**config.mk**
```make
export PLATFORM = sky130hd
export DESIGN_NAME = array_result_drain_flat
export DESIGN_NICKNAME = d
export VERILOG_FILES = /design/src/rtl/array_drain_pkg.sv /design/src/rtl/array_result_drain_if.sv /design/src/rtl/result_snapshot_buf.sv /design/src/rtl/array_result_drain.sv /design/src/flat_wrapper.sv
export SDC_FILE = /design/constraint.sdc
export NUM_CORES = 1
export LEC_CHECK = 0
export CAP_MARGIN = 10
export CORE_MARGIN = 8
export CORE_UTILIZATION = 40
export DETAILED_ROUTE_END_ITERATION = 16
export PLACE_DENSITY = 0.78
export SLEW_MARGIN = 20
export SYNTH_ARGS = -nofsm -noshare
export SYNTH_HDL_FRONTEND = slang
export SYNTH_SLANG_ARGS = --single-unit
```
**constraint.sdc**
```tcl
create_clock -name clk -period 2.4 [get_ports clk]
set_input_delay 0.36 -clock clk [delete_from_list [all_inputs] [get_ports clk]]
set_output_delay 0.36 -clock clk [all_outputs]
set_load 0.01 [all_outputs]
```
**src/rtl/array_drain_pkg.sv**
```systemverilog
`default_nettype none
// ============================================================================
//  Module      : array_drain_pkg
//  Description : Shared types, constants and the output-word packing helper
//                for the systolic-array result drain.
//  Contents    : drain_state_t  - drain controller states
//                RES_W, NUM_PE, IDX_W, OUT_W, FLUSH_CNT_W - sizing constants
//                pack_out_word  - builds {index, zero pad, result}
//  Revision    : 1.0 - initial release
// ============================================================================
package array_drain_pkg;

    localparam int DATA_SIZE   = 8;
    localparam int RES_W       = 2*DATA_SIZE + 1;
    localparam int NUM_PE      = 16;
    localparam int IDX_W       = 4;
    localparam int OUT_W       = 32;
    localparam int FLUSH_CNT_W = 8;

    typedef enum logic [2:0] {
        IDLE  = 3'd0,
        FEED  = 3'd1,
        FLUSH = 3'd2,
        DRAIN = 3'd3,
        CLEAR = 3'd4
    } drain_state_t;

    // Index in the top nibble, result zero-extended into the low bits.
    function automatic logic [OUT_W-1:0] pack_out_word(
        input logic [IDX_W-1:0] idx,
        input logic [RES_W-1:0] res
    );
        return {idx, {(OUT_W-IDX_W-RES_W){1'b0}}, res};
    endfunction

endpackage
`default_nettype wire

```
**src/rtl/array_result_drain_if.sv**
```systemverilog
`default_nettype none
// ============================================================================
//  Module      : array_result_drain_if
//  Description : Valid/ready result stream carrying one packed accumulator
//                word per transfer.
//  Signals     : out_valid - word available (producer)
//                out_ready - word accepted   (consumer)
//                out_data  - packed {index, pad, result} word (producer)
//                out_last  - final word of the tile (producer)
//  Modports    : master (producer side), slave (consumer side)
//  Revision    : 1.0 - initial release
// ============================================================================
interface array_result_drain_if;
    import array_drain_pkg::*;

    logic             out_valid;
    logic             out_ready;
    logic [OUT_W-1:0] out_data;
    logic             out_last;

    modport master (
        output out_valid,
        output out_data,
        output out_last,
        input  out_ready
    );

    modport slave (
        input  out_valid,
        input  out_data,
        input  out_last,
        output out_ready
    );

endinterface
`default_nettype wire

```
**src/rtl/result_snapshot_buf.sv**
```systemverilog
`default_nettype none
// ============================================================================
//  Module      : result_snapshot_buf
//  Description : NUM_PE x RES_W register bank. All entries are loaded in the
//                single cycle where capture is high; rd_data is a plain mux
//                of the held entries selected by rd_idx (0 when out of range).
//  Ports       : clk, resetn  - clock, asynchronous active-low reset
//                capture      - load every entry from results
//                results      - flattened accumulators, entry k at [RES_W*k +: RES_W]
//                rd_idx       - entry select
//                rd_data      - selected entry
//  Revision    : 1.0 - initial release
// ============================================================================
module result_snapshot_buf #(
    parameter int RES_W  = 17,
    parameter int NUM_PE = 16,
    parameter int IDX_W  = 4
) (
    input  logic                    clk,
    input  logic                    resetn,
    input  logic                    capture,
    input  logic [NUM_PE*RES_W-1:0] results,
    input  logic [IDX_W-1:0]        rd_idx,
    output logic [RES_W-1:0]        rd_data
);

    logic [RES_W-1:0] bank [NUM_PE];

    for (genvar g = 0; g < NUM_PE; g++) begin : g_pe
        always_ff @(posedge clk or negedge resetn) begin
            if (!resetn) begin
                bank[g] <= '0;
            end else if (capture) begin
                bank[g] <= results[RES_W*g +: RES_W];
            end
        end
    end

    always_comb begin
        rd_data = '0;
        for (int i = 0; i < NUM_PE; i++) begin
            if (rd_idx == IDX_W'(i)) begin
                rd_data = bank[i];
            end
        end
    end

endmodule
`default_nettype wire

```
**src/rtl/array_result_drain.sv**
```systemverilog
`default_nettype none
// ============================================================================
//  Module      : array_result_drain
//  Description : Watches the operand feed phase, waits FLUSH_CYCLES edges for
//                the skewed wavefront to settle, snapshots every accumulator
//                in one cycle, streams them as 32-bit words over valid/ready,
//                then pulses acc_clear once the last word is accepted.
//  Ports       : clk, resetn   - clock, asynchronous active-low reset
//                feed_active   - operand delivery in progress
//                results       - flattened accumulators, PE k at [RES_W*k +: RES_W]
//                out_if        - result stream (master side)
//                acc_clear     - one-cycle accumulator clear request
//                busy          - controller not idle
//                overrun       - sticky: a feed started while a tile was in flight
//  Revision    : 1.0 - initial release
// ============================================================================
module array_result_drain #(
    parameter int DATA_SIZE    = 8,
    parameter int NUM_PE       = 16,
    parameter int FLUSH_CYCLES = 10
) (
    input  logic                                clk,
    input  logic                                resetn,
    input  logic                                feed_active,
    input  logic [NUM_PE*(2*DATA_SIZE+1)-1:0]   results,
    array_result_drain_if.master                out_if,
    output logic                                acc_clear,
    output logic                                busy,
    output logic                                overrun
);

    localparam int RES_W = 2*DATA_SIZE + 1;

    import array_drain_pkg::*;

    localparam logic [IDX_W-1:0]       LAST_IDX   = IDX_W'(NUM_PE - 1);
    localparam logic [FLUSH_CNT_W-1:0] FLUSH_LOAD = FLUSH_CNT_W'(FLUSH_CYCLES - 1);

    drain_state_t           state;
    drain_state_t           state_nxt;
    logic [FLUSH_CNT_W-1:0] flush_cnt;
    logic [FLUSH_CNT_W-1:0] flush_cnt_nxt;
    logic [IDX_W-1:0]       idx;
    logic [IDX_W-1:0]       idx_nxt;

    logic                   out_valid_q;
    logic [OUT_W-1:0]       out_data_q;
    logic                   out_last_q;
    logic [OUT_W-1:0]       out_data_nxt;
    logic                   out_last_nxt;

    logic                   capture;
    logic                   accept;
    logic [IDX_W-1:0]       rd_idx;
    logic [RES_W-1:0]       rd_data;

    // The buffer is read one entry ahead so the word following an accepted
    // one can be registered on the same edge as the acceptance.
    assign rd_idx = idx + IDX_W'(1);

    result_snapshot_buf #(
        .RES_W  (RES_W),
        .NUM_PE (NUM_PE),
        .IDX_W  (IDX_W)
    ) u_snap (
        .clk     (clk),
        .resetn  (resetn),
        .capture (capture),
        .results (results),
        .rd_idx  (rd_idx),
        .rd_data (rd_data)
    );

    always_comb begin
        state_nxt     = state;
        flush_cnt_nxt = flush_cnt;
        idx_nxt       = idx;
        capture       = 1'b0;
        accept        = (state == DRAIN) && out_if.out_ready;
        out_data_nxt  = out_data_q;
        out_last_nxt  = out_last_q;

        case (state)
            IDLE: begin
                if (feed_active) begin
                    state_nxt = FEED;
                end
            end
            FEED: begin
                if (!feed_active) begin
                    state_nxt     = FLUSH;
                    flush_cnt_nxt = FLUSH_LOAD;
                end
            end
            FLUSH: begin
                if (flush_cnt != '0) begin
                    flush_cnt_nxt = flush_cnt - FLUSH_CNT_W'(1);
                end else begin
                    capture   = 1'b1;
                    idx_nxt   = '0;
                    state_nxt = DRAIN;
                    // Bank is loading on this same edge, so word 0 is
                    // taken straight from the live accumulators.
                    out_data_nxt = pack_out_word('0, results[RES_W-1:0]);
                    out_last_nxt = (LAST_IDX == '0);
                end
            end
            DRAIN: begin
                if (accept) begin
                    if (idx == LAST_IDX) begin
                        state_nxt    = CLEAR;
                        out_data_nxt = '0;
                        out_last_nxt = 1'b0;
                    end else begin
                        idx_nxt      = rd_idx;
                        out_data_nxt = pack_out_word(rd_idx, rd_data);
                        out_last_nxt = (rd_idx == LAST_IDX);
                    end
                end
            end
            CLEAR: begin
                state_nxt = IDLE;
            end
            default: begin
                state_nxt = IDLE;
            end
        endcase
    end

    always_ff @(posedge clk or negedge resetn) begin
        if (!resetn) begin
            state       <= IDLE;
            flush_cnt   <= '0;
            idx         <= '0;
            out_valid_q <= 1'b0;
            out_data_q  <= '0;
            out_last_q  <= 1'b0;
            acc_clear   <= 1'b0;
            busy        <= 1'b0;
            overrun     <= 1'b0;
        end else begin
            state       <= state_nxt;
            flush_cnt   <= flush_cnt_nxt;
            idx         <= idx_nxt;
            out_valid_q <= (state_nxt == DRAIN);
            out_data_q  <= out_data_nxt;
            out_last_q  <= out_last_nxt;
            acc_clear   <= (state_nxt == CLEAR);
            busy        <= (state_nxt != IDLE);
            // A feed arriving before the previous tile is fully drained is
            // flagged but otherwise ignored; the tile in flight completes.
            if (feed_active && ((state == FLUSH) || (state == DRAIN) || (state == CLEAR))) begin
                overrun <= 1'b1;
            end
        end
    end

    assign out_if.out_valid = out_valid_q;
    assign out_if.out_data  = out_data_q;
    assign out_if.out_last  = out_last_q;

endmodule
`default_nettype wire

```
**src/flat_wrapper.sv**
```systemverilog
// flat-port wrapper written by rule: the top's interface ports become plain ports
module array_result_drain_flat import array_drain_pkg::*;
#(
    parameter int DATA_SIZE    = 8,
    parameter int NUM_PE       = 16,
    parameter int FLUSH_CYCLES = 10
)
  (clk, resetn, feed_active, results, acc_clear, busy, overrun, out_if_out_valid, out_if_out_data, out_if_out_last, out_if_out_ready);
  array_result_drain_if out_if_i ();
  input  logic clk;
  input  logic resetn;
  input  logic feed_active;
  input  logic [NUM_PE*(2*DATA_SIZE+1)-1:0] results;
  output logic acc_clear;
  output logic busy;
  output logic overrun;
  output wire logic [$bits(out_if_i.out_valid)-1:0] out_if_out_valid;
  output wire logic [$bits(out_if_i.out_data)-1:0] out_if_out_data;
  output wire logic [$bits(out_if_i.out_last)-1:0] out_if_out_last;
  input wire logic [$bits(out_if_i.out_ready)-1:0] out_if_out_ready;
  assign out_if_out_valid = out_if_i.out_valid;
  assign out_if_out_data = out_if_i.out_data;
  assign out_if_out_last = out_if_i.out_last;
  assign out_if_i.out_ready = out_if_out_ready;
  array_result_drain #(.DATA_SIZE(DATA_SIZE), .NUM_PE(NUM_PE), .FLUSH_CYCLES(FLUSH_CYCLES)) u_core (.clk(clk), .resetn(resetn), .feed_active(feed_active), .results(results), .out_if(out_if_i), .acc_clear(acc_clear), .busy(busy), .overrun(overrun));
endmodule
```
# Word level (Yosys, flattened, before mapping)
# Index checks and enable logic that the tools add are counted.
[op_classes]
n_addsub = 2
eq_ne = 27
n_mux = 39
n_reduce_logical = 13
[op_table]
columns = ["op", "n"]
rows = [
  ["$mux 17", 16],
  ["$mux 32", 3],
  ["$pmux 32 s2", 1],
  ["$eq 4x4->1 const B", 9],
  ["$eq 4x3->1 const B", 4],
  ["$mux 8", 2],
  ["$pmux 8 s2", 1],
  ["$mux 3", 5],
  ["$mux 4", 3],
  ["$pmux 3 s4", 1],
  ["$eq 3x2->1 const B", 3],
  ["$eq 4x2->1 const B", 2],
  ["$pmux 4 s2", 1],
  ["$reduce_bool 8->1", 1],
  ["$sub 8x1->8 const B", 1],
  ["$eq 3x3->1 const B", 2],
  ["$ne 2x2->1 const B", 3],
  ["$reduce_and 3->1", 2],
  ["$mux 1", 5],
  ["$add 4x1->4 const B", 1],
  ["$eq 4x1->1 const B", 1],
  ["$logic_not 4->1", 1],
  ["$ne 2x1->1 const B", 2],
  ["$reduce_and 4->1", 1],
  ["7 further kinds", 10],
]
[totals]
ff_bits = 324
input_bits = 276
output_inout_bits = 37

# Depth between registers and ports, before layout
[logic_depth]
word_depth = 21
mapped_depth = 12
depth_no_buf = 9

# Cells and area by module
# Synthesis repeated with hierarchy kept, for this count alone.
[hier_totals]
hier_cells = 1136
hier_area_um2 = 14868.0
[by_module_without_submodules]
columns = ["mod", "instances", "cells_per_inst", "area_each_um2"]
rows = [
  ["result_snapshot_buf", 1, 957, 12737.2],
  ["array_result_drain", 1, 179, 2130.8],
]

# Worst setup path before layout
# No wires, ideal clock.
[synth_path]
kind = "flip-flop to flip-flop"
start = "register u_core.idx[0]"
end = "register u_core.out_data_q[0], in the netlist u_core.out_if.out_data[0]"
setup_ns = 0.120
arrival_ns = 2.247
required_time_ns = 2.280
path_slack_ns = 0.034
path_stages_with_launch = 12
n_path_buf = 5
period_less_slack_ns = 2.366
path_cell_list = "dfrtp_1 > buf_2 > inv_1 > ha_1 > buf_2 > buf_2 > buf_1 > buf_1 > nand2_1 > o21ai_0 > nand2_1 > a31o_1"
[synth_between]
elab_chain_cells = 21
elab_cells_between_ends = 37
[synth_lines]
columns = ["element", "line", "text"]
rows = [
  ["start: declaration", "array_result_drain.sv:43", "logic [IDX_W-1:0] idx;"],
  ["start signal: assignment", "array_result_drain.sv:144", "idx <= idx_nxt;"],
  ["$add 4x1->4", "array_result_drain.sv:59", "assign rd_idx = idx + IDX_W'(1);"],
  ["$logic_not 4->1", "result_snapshot_buf.sv:42", "if (rd_idx == IDX_W'(i)) begin"],
  ["$mux 17 (16 in a row)", "result_snapshot_buf.sv:42", ""],
  ["$mux 32 (*)", "array_result_drain.sv:110", "if (idx == LAST_IDX) begin"],
  ["$mux 32 (*)", "array_result_drain.sv:109", "if (accept) begin"],
  ["$pmux 32 s2 (*)", "array_result_drain.sv:83", "case (state)"],
  ["end signal: assignment", "array_result_drain.sv:146", "out_data_q <= out_data_nxt;"],
  ["end: declaration", "array_result_drain.sv:47", "logic [OUT_W-1:0] out_data_q;"],
]
# Every way passes the cells marked *; elsewhere a longest branch is shown, timed or not. The select of a mux whose other input is x is not followed.
# A chain may end at the register's enable or synchronous reset.

# Worst setup path after layout
[layout_path]
start = "register u_core.idx[1]"
end = "register u_core.out_data_q[8], in the netlist u_core.out_if.out_data[8]"
# Same word-level chain as after synthesis.

==> out/qor.txt <==
RUN STATUS
--------------------------------------------------------------------------------------
Outcome                                                                   complete, but fails checks
Failing checks                                                            negative setup slack

CLOCK NETWORK
--------------------------------------------------------------------------------------
Clock tree from TritonCTS                                                          yes
Clk sinks                                                                          313
Clock H-tree levels                                                                  2
Maximum root-to-sink buffer count                                                    3
Clock latency at the later pin of the worst-skew pair                          0.54 ns
Root cell of the clock tree                                               sky130_fd_sc_hd__clkbuf_16
Number of clock buffers inserted by TritonCTS                                       34
Clock slew at the register clock pins of the worst setup and hold paths        0.07 ns

LOGIC SYNTHESIS
--------------------------------------------------------------------------------------
Number of distinct library cells after synthesis                                    78
Most used flip-flop cell after synthesis                                  sky130_fd_sc_hd__dfrtp_1
Sequential share of the synthesized area                                        51.43%
Average cell area after synthesis                                            8.206 um2
Yosys synthesis warning count                                                        0
Biggest area contributors in the synthesized netlist                      sky130_fd_sc_hd__dfrtp_1, sky130_fd_sc_hd__nand2_1, sky130_fd_sc_hd__a21oi_1
Count of flip-flops with a built-in enable after synthesis                           0
Netlist Area Pre-Place                                                       15230 um2
FFs w/ async S/R, synth                                                         100.0%
Count of mapped cells out of synthesis                                            1856
Number of synthesized register bits                                                313
Area share of the largest cell type after synthesis                             51.43%
Dominant cell type by area after synthesis                                sky130_fd_sc_hd__dfrtp_1

GRT
--------------------------------------------------------------------------------------
All-layer global routing usage                                                  26.67%
Maximum number of pins on one net before global-route repair                       152
Via count of the first global-routing pass                                      15.63k
Antenna violations before repair                                                     1
Wire length of the first global-routing pass                                  92020 um
Overflow left after global routing                                                   0

STA
--------------------------------------------------------------------------------------
Part of the cycle the worst path needs                                          103.8%
Headroom to the max-slew limit                                                  54.87%
Post-Route Hold Slack                                                        0.3449 ns
Timing-limited maximum frequency                                             401.4 MHz
RSZ-0062 raised after global routing                                              true
Number of pins with negative max-slew slack in the final report                      0
Final critical-path required period                                           2.492 ns
Final Hold Viols                                                                     0
Least-Margin Pin Slew                                                        0.6769 ns
Final worst slack                                                          -0.09151 ns
Fin Clk Skew                                                                0.02767 ns
Setup violators final                                                               11

DRT
--------------------------------------------------------------------------------------
Residual DRC                                                                         0
Via density                                                                      5.489
Routed wire length                                                            60820 um
Antenna-violating nets left                                                          0
Average wire per cell in the routed design                                    21.80 um
Starting DRT DRC Count                                                            1509
Number of iterations in the first detailed-routing pass                              5
Vias                                                                            15.32k

FINISH
--------------------------------------------------------------------------------------
Layout overhead on the synthesized area                                         42.15%
Fill cell instance count of the final layout                                      3261
Number of antenna repair diodes                                                      0
Ratio of cells with drive above 1 in the final layout                           15.18%
Total area of multi-input combinational cells                                 7238 um2
Number of nets in the final layout                                                2535
Final cell utilization of the core                                              57.61%
Sequential cell area                                                          7835 um2

DIE
--------------------------------------------------------------------------------------
Die height                                                                    211.1 um
Placeable core region                                                        37580 um2
Initial cell density of the core                                                40.53%
Number of I/O pins                                                                 313
Number of placement rows                                                            71
Area of the die                                                              44570 um2
Die span in x                                                                 211.1 um

POWER AND IR DROP
--------------------------------------------------------------------------------------
Static leakage                                                                9.563 nW
Design Power                                                                  28.00 mW
Worst vdd ir                                                                 0.5276 mV
Pwr dens                                                                   1294 nW/um2

PLACEMENT
--------------------------------------------------------------------------------------
Detailed-placement wirelength estimate                                        46100 um
Final Wtd Congestion                                                             1.016
Count of buffers from port buffering                                               301

WORST SETUP PATH
--------------------------------------------------------------------------------------
Capturing element type of the critical path                                   register
Category of the most critical setup path                                    reg -> reg
Data arrival time at the worst-slack endpoint                                  2.94 ns
Required time of the critical path                                             2.85 ns
Maximum fanout encountered on the critical timing path                              11
Worst setup SP type                                                           register

HOLD PATH
--------------------------------------------------------------------------------------
Hold/Removal Path Class                                                      in -> reg

RUN
--------------------------------------------------------------------------------------
Max-capacitance violation count                                                      0

## cells in the final DEF (no fill, tap or decap), drive strengths merged, types with 5 or more instances in the layout
cell	instances
o211ai	12
a221oi	31
a22oi	31
dfrtp	313
a221o	5
a21oi	66
ha	6
a22o	7
nor3	16
o31ai	10
a31o	7
clkdlybuf4s50	300
inv	14
o21ai	67
a211oi	8
conb	11
buf	183
nor2b	6
nor2	55
a31oi	7
a32oi	6
o2bb2ai	5
o22a	6
clkbuf	49
nand2	900
nand3	16
clkinv	8
o221ai	14
o21a	7
o22ai	37
nand2b	8
## worst paths after layout
| path | start | to | slack, ns | depth (start not counted) |
|---|---|---|---|---|
| max in group asynchronous | resetn | u_core.idx[0] | 1.31 | 3 |
| max | u_core.idx[1] | u_core.out_if.out_data[8] | -0.09 | 12 |
| min in group asynchronous | resetn | u_core.u_snap.bank[114] | 0.37 | 2 |
| min reg2reg | u_core.u_snap.bank[71] | u_core.u_snap.bank[71] | 0.48 | 2 |
| min | results[172] | u_core.u_snap.bank[87] | 0.34 | 3 |
| max reg2reg | u_core.idx[1] | u_core.out_if.out_data[8] | -0.09 | 12 |
## kinds of logic after synthesis
kind of cell	Yosys count	synth area share [%]
and+or+nand+nor	1029	26.76
buffers and inverters	147	4.707
AOI/OAI and AO/OA	354	16.23
muxes	1	0.06573
DFF	313	51.43
xor gates and xnor gates	5	0.2875
other	1	0.02462
adders and majority gates	6	0.4929
## synthesized netlist by cell type, drive strengths merged, types with 10 or more instances
cell	instances
a221oi	31
nand3	16
o211ai	12
clkbuf	54
nor3	16
inv	12
nand2	900
a21oi	66
o31ai	10
nor2	55
buf	81
o221ai	14
o21ai	67
o22ai	37
dfrtp	313
a22oi	31
## critical path, cell delays in order, from the launching register on
cell and delay, ns:
sky130_fd_sc_hd__dfrtp_1 0.41, sky130_fd_sc_hd__inv_1 0.08, sky130_fd_sc_hd__buf_4 0.15, sky130_fd_sc_hd__ha_4 0.21, sky130_fd_sc_hd__buf_4 0.20, sky130_fd_sc_hd__nor2_1 0.26
sky130_fd_sc_hd__buf_4 0.17, sky130_fd_sc_hd__o21ai_0 0.08, sky130_fd_sc_hd__and2_1 0.16, sky130_fd_sc_hd__a221o_1 0.28, sky130_fd_sc_hd__o221ai_2 0.10, sky130_fd_sc_hd__a31oi_2 0.14
sky130_fd_sc_hd__o211ai_1 0.17
## where the power goes
part           total (mW)  switching [mW]  internal, mW
combinational        13.4            7.34          6.06
clock                5.40            2.23          3.17
sequential           9.21            1.94          7.27
## registers in the layout (all words and copies together) (netlist names)
name                     flops
u_core.out_if.out_data      21
u_core.flush_cnt             8
u_core.state                 3
u_core.overrun               1
u_core.out_if.out_valid      1
u_core.acc_clear             1
u_core.busy                  1
u_core.idx                   4
u_core.u_snap.bank         272
u_core.out_if.out_last       1
## repair_timing
action,in CTS,in global routing
setup endpoints to repair,18,18
endpoints found under the hold margin,45,0
hold buffers,1,0
pin swaps,14,9
setup buffers,4,5
resized for setup,95,29
cloned,2,1
## through the flow
step / instance area [um2] / cells / setup slack, ns / setup TNS [ns]
2_1_floorplan: 15270 / 1866 / 0.03374 / 0
3_3_place_gp: 19770 / 2716 / -0.5773 / -4.886
3_5_place_dp: 19770 / 2716 / -0.6882 / -5.641
4_1_cts: 21450 / 2784 / -0.03372 / -0.1001
5_1_grt: 21650 / 2790 / -0.1527 / -1.848
6_report: 21650 / 2790 / -0.09151 / -0.5377
## per-layer routing
layer	wire length, um	vias up	GRT usage [%]
met5	0	-	0
met4	2622	0	10.57
li1	-	6977	-
met3	5392	149	4.941
met1	25580	7377	36.80
met2	27220	812	41.10
## layout make-up
type	count	share of cell area (%)
clock buffers	48	4.635
repair buffers	486	21.84
multi-input cells	1406	33.44
inverters	12	0.2254
flip-flops and latches	313	36.19
well taps	511	2.953
clock inverters	14	0.7225
Power figures use the tool's default switching activity.
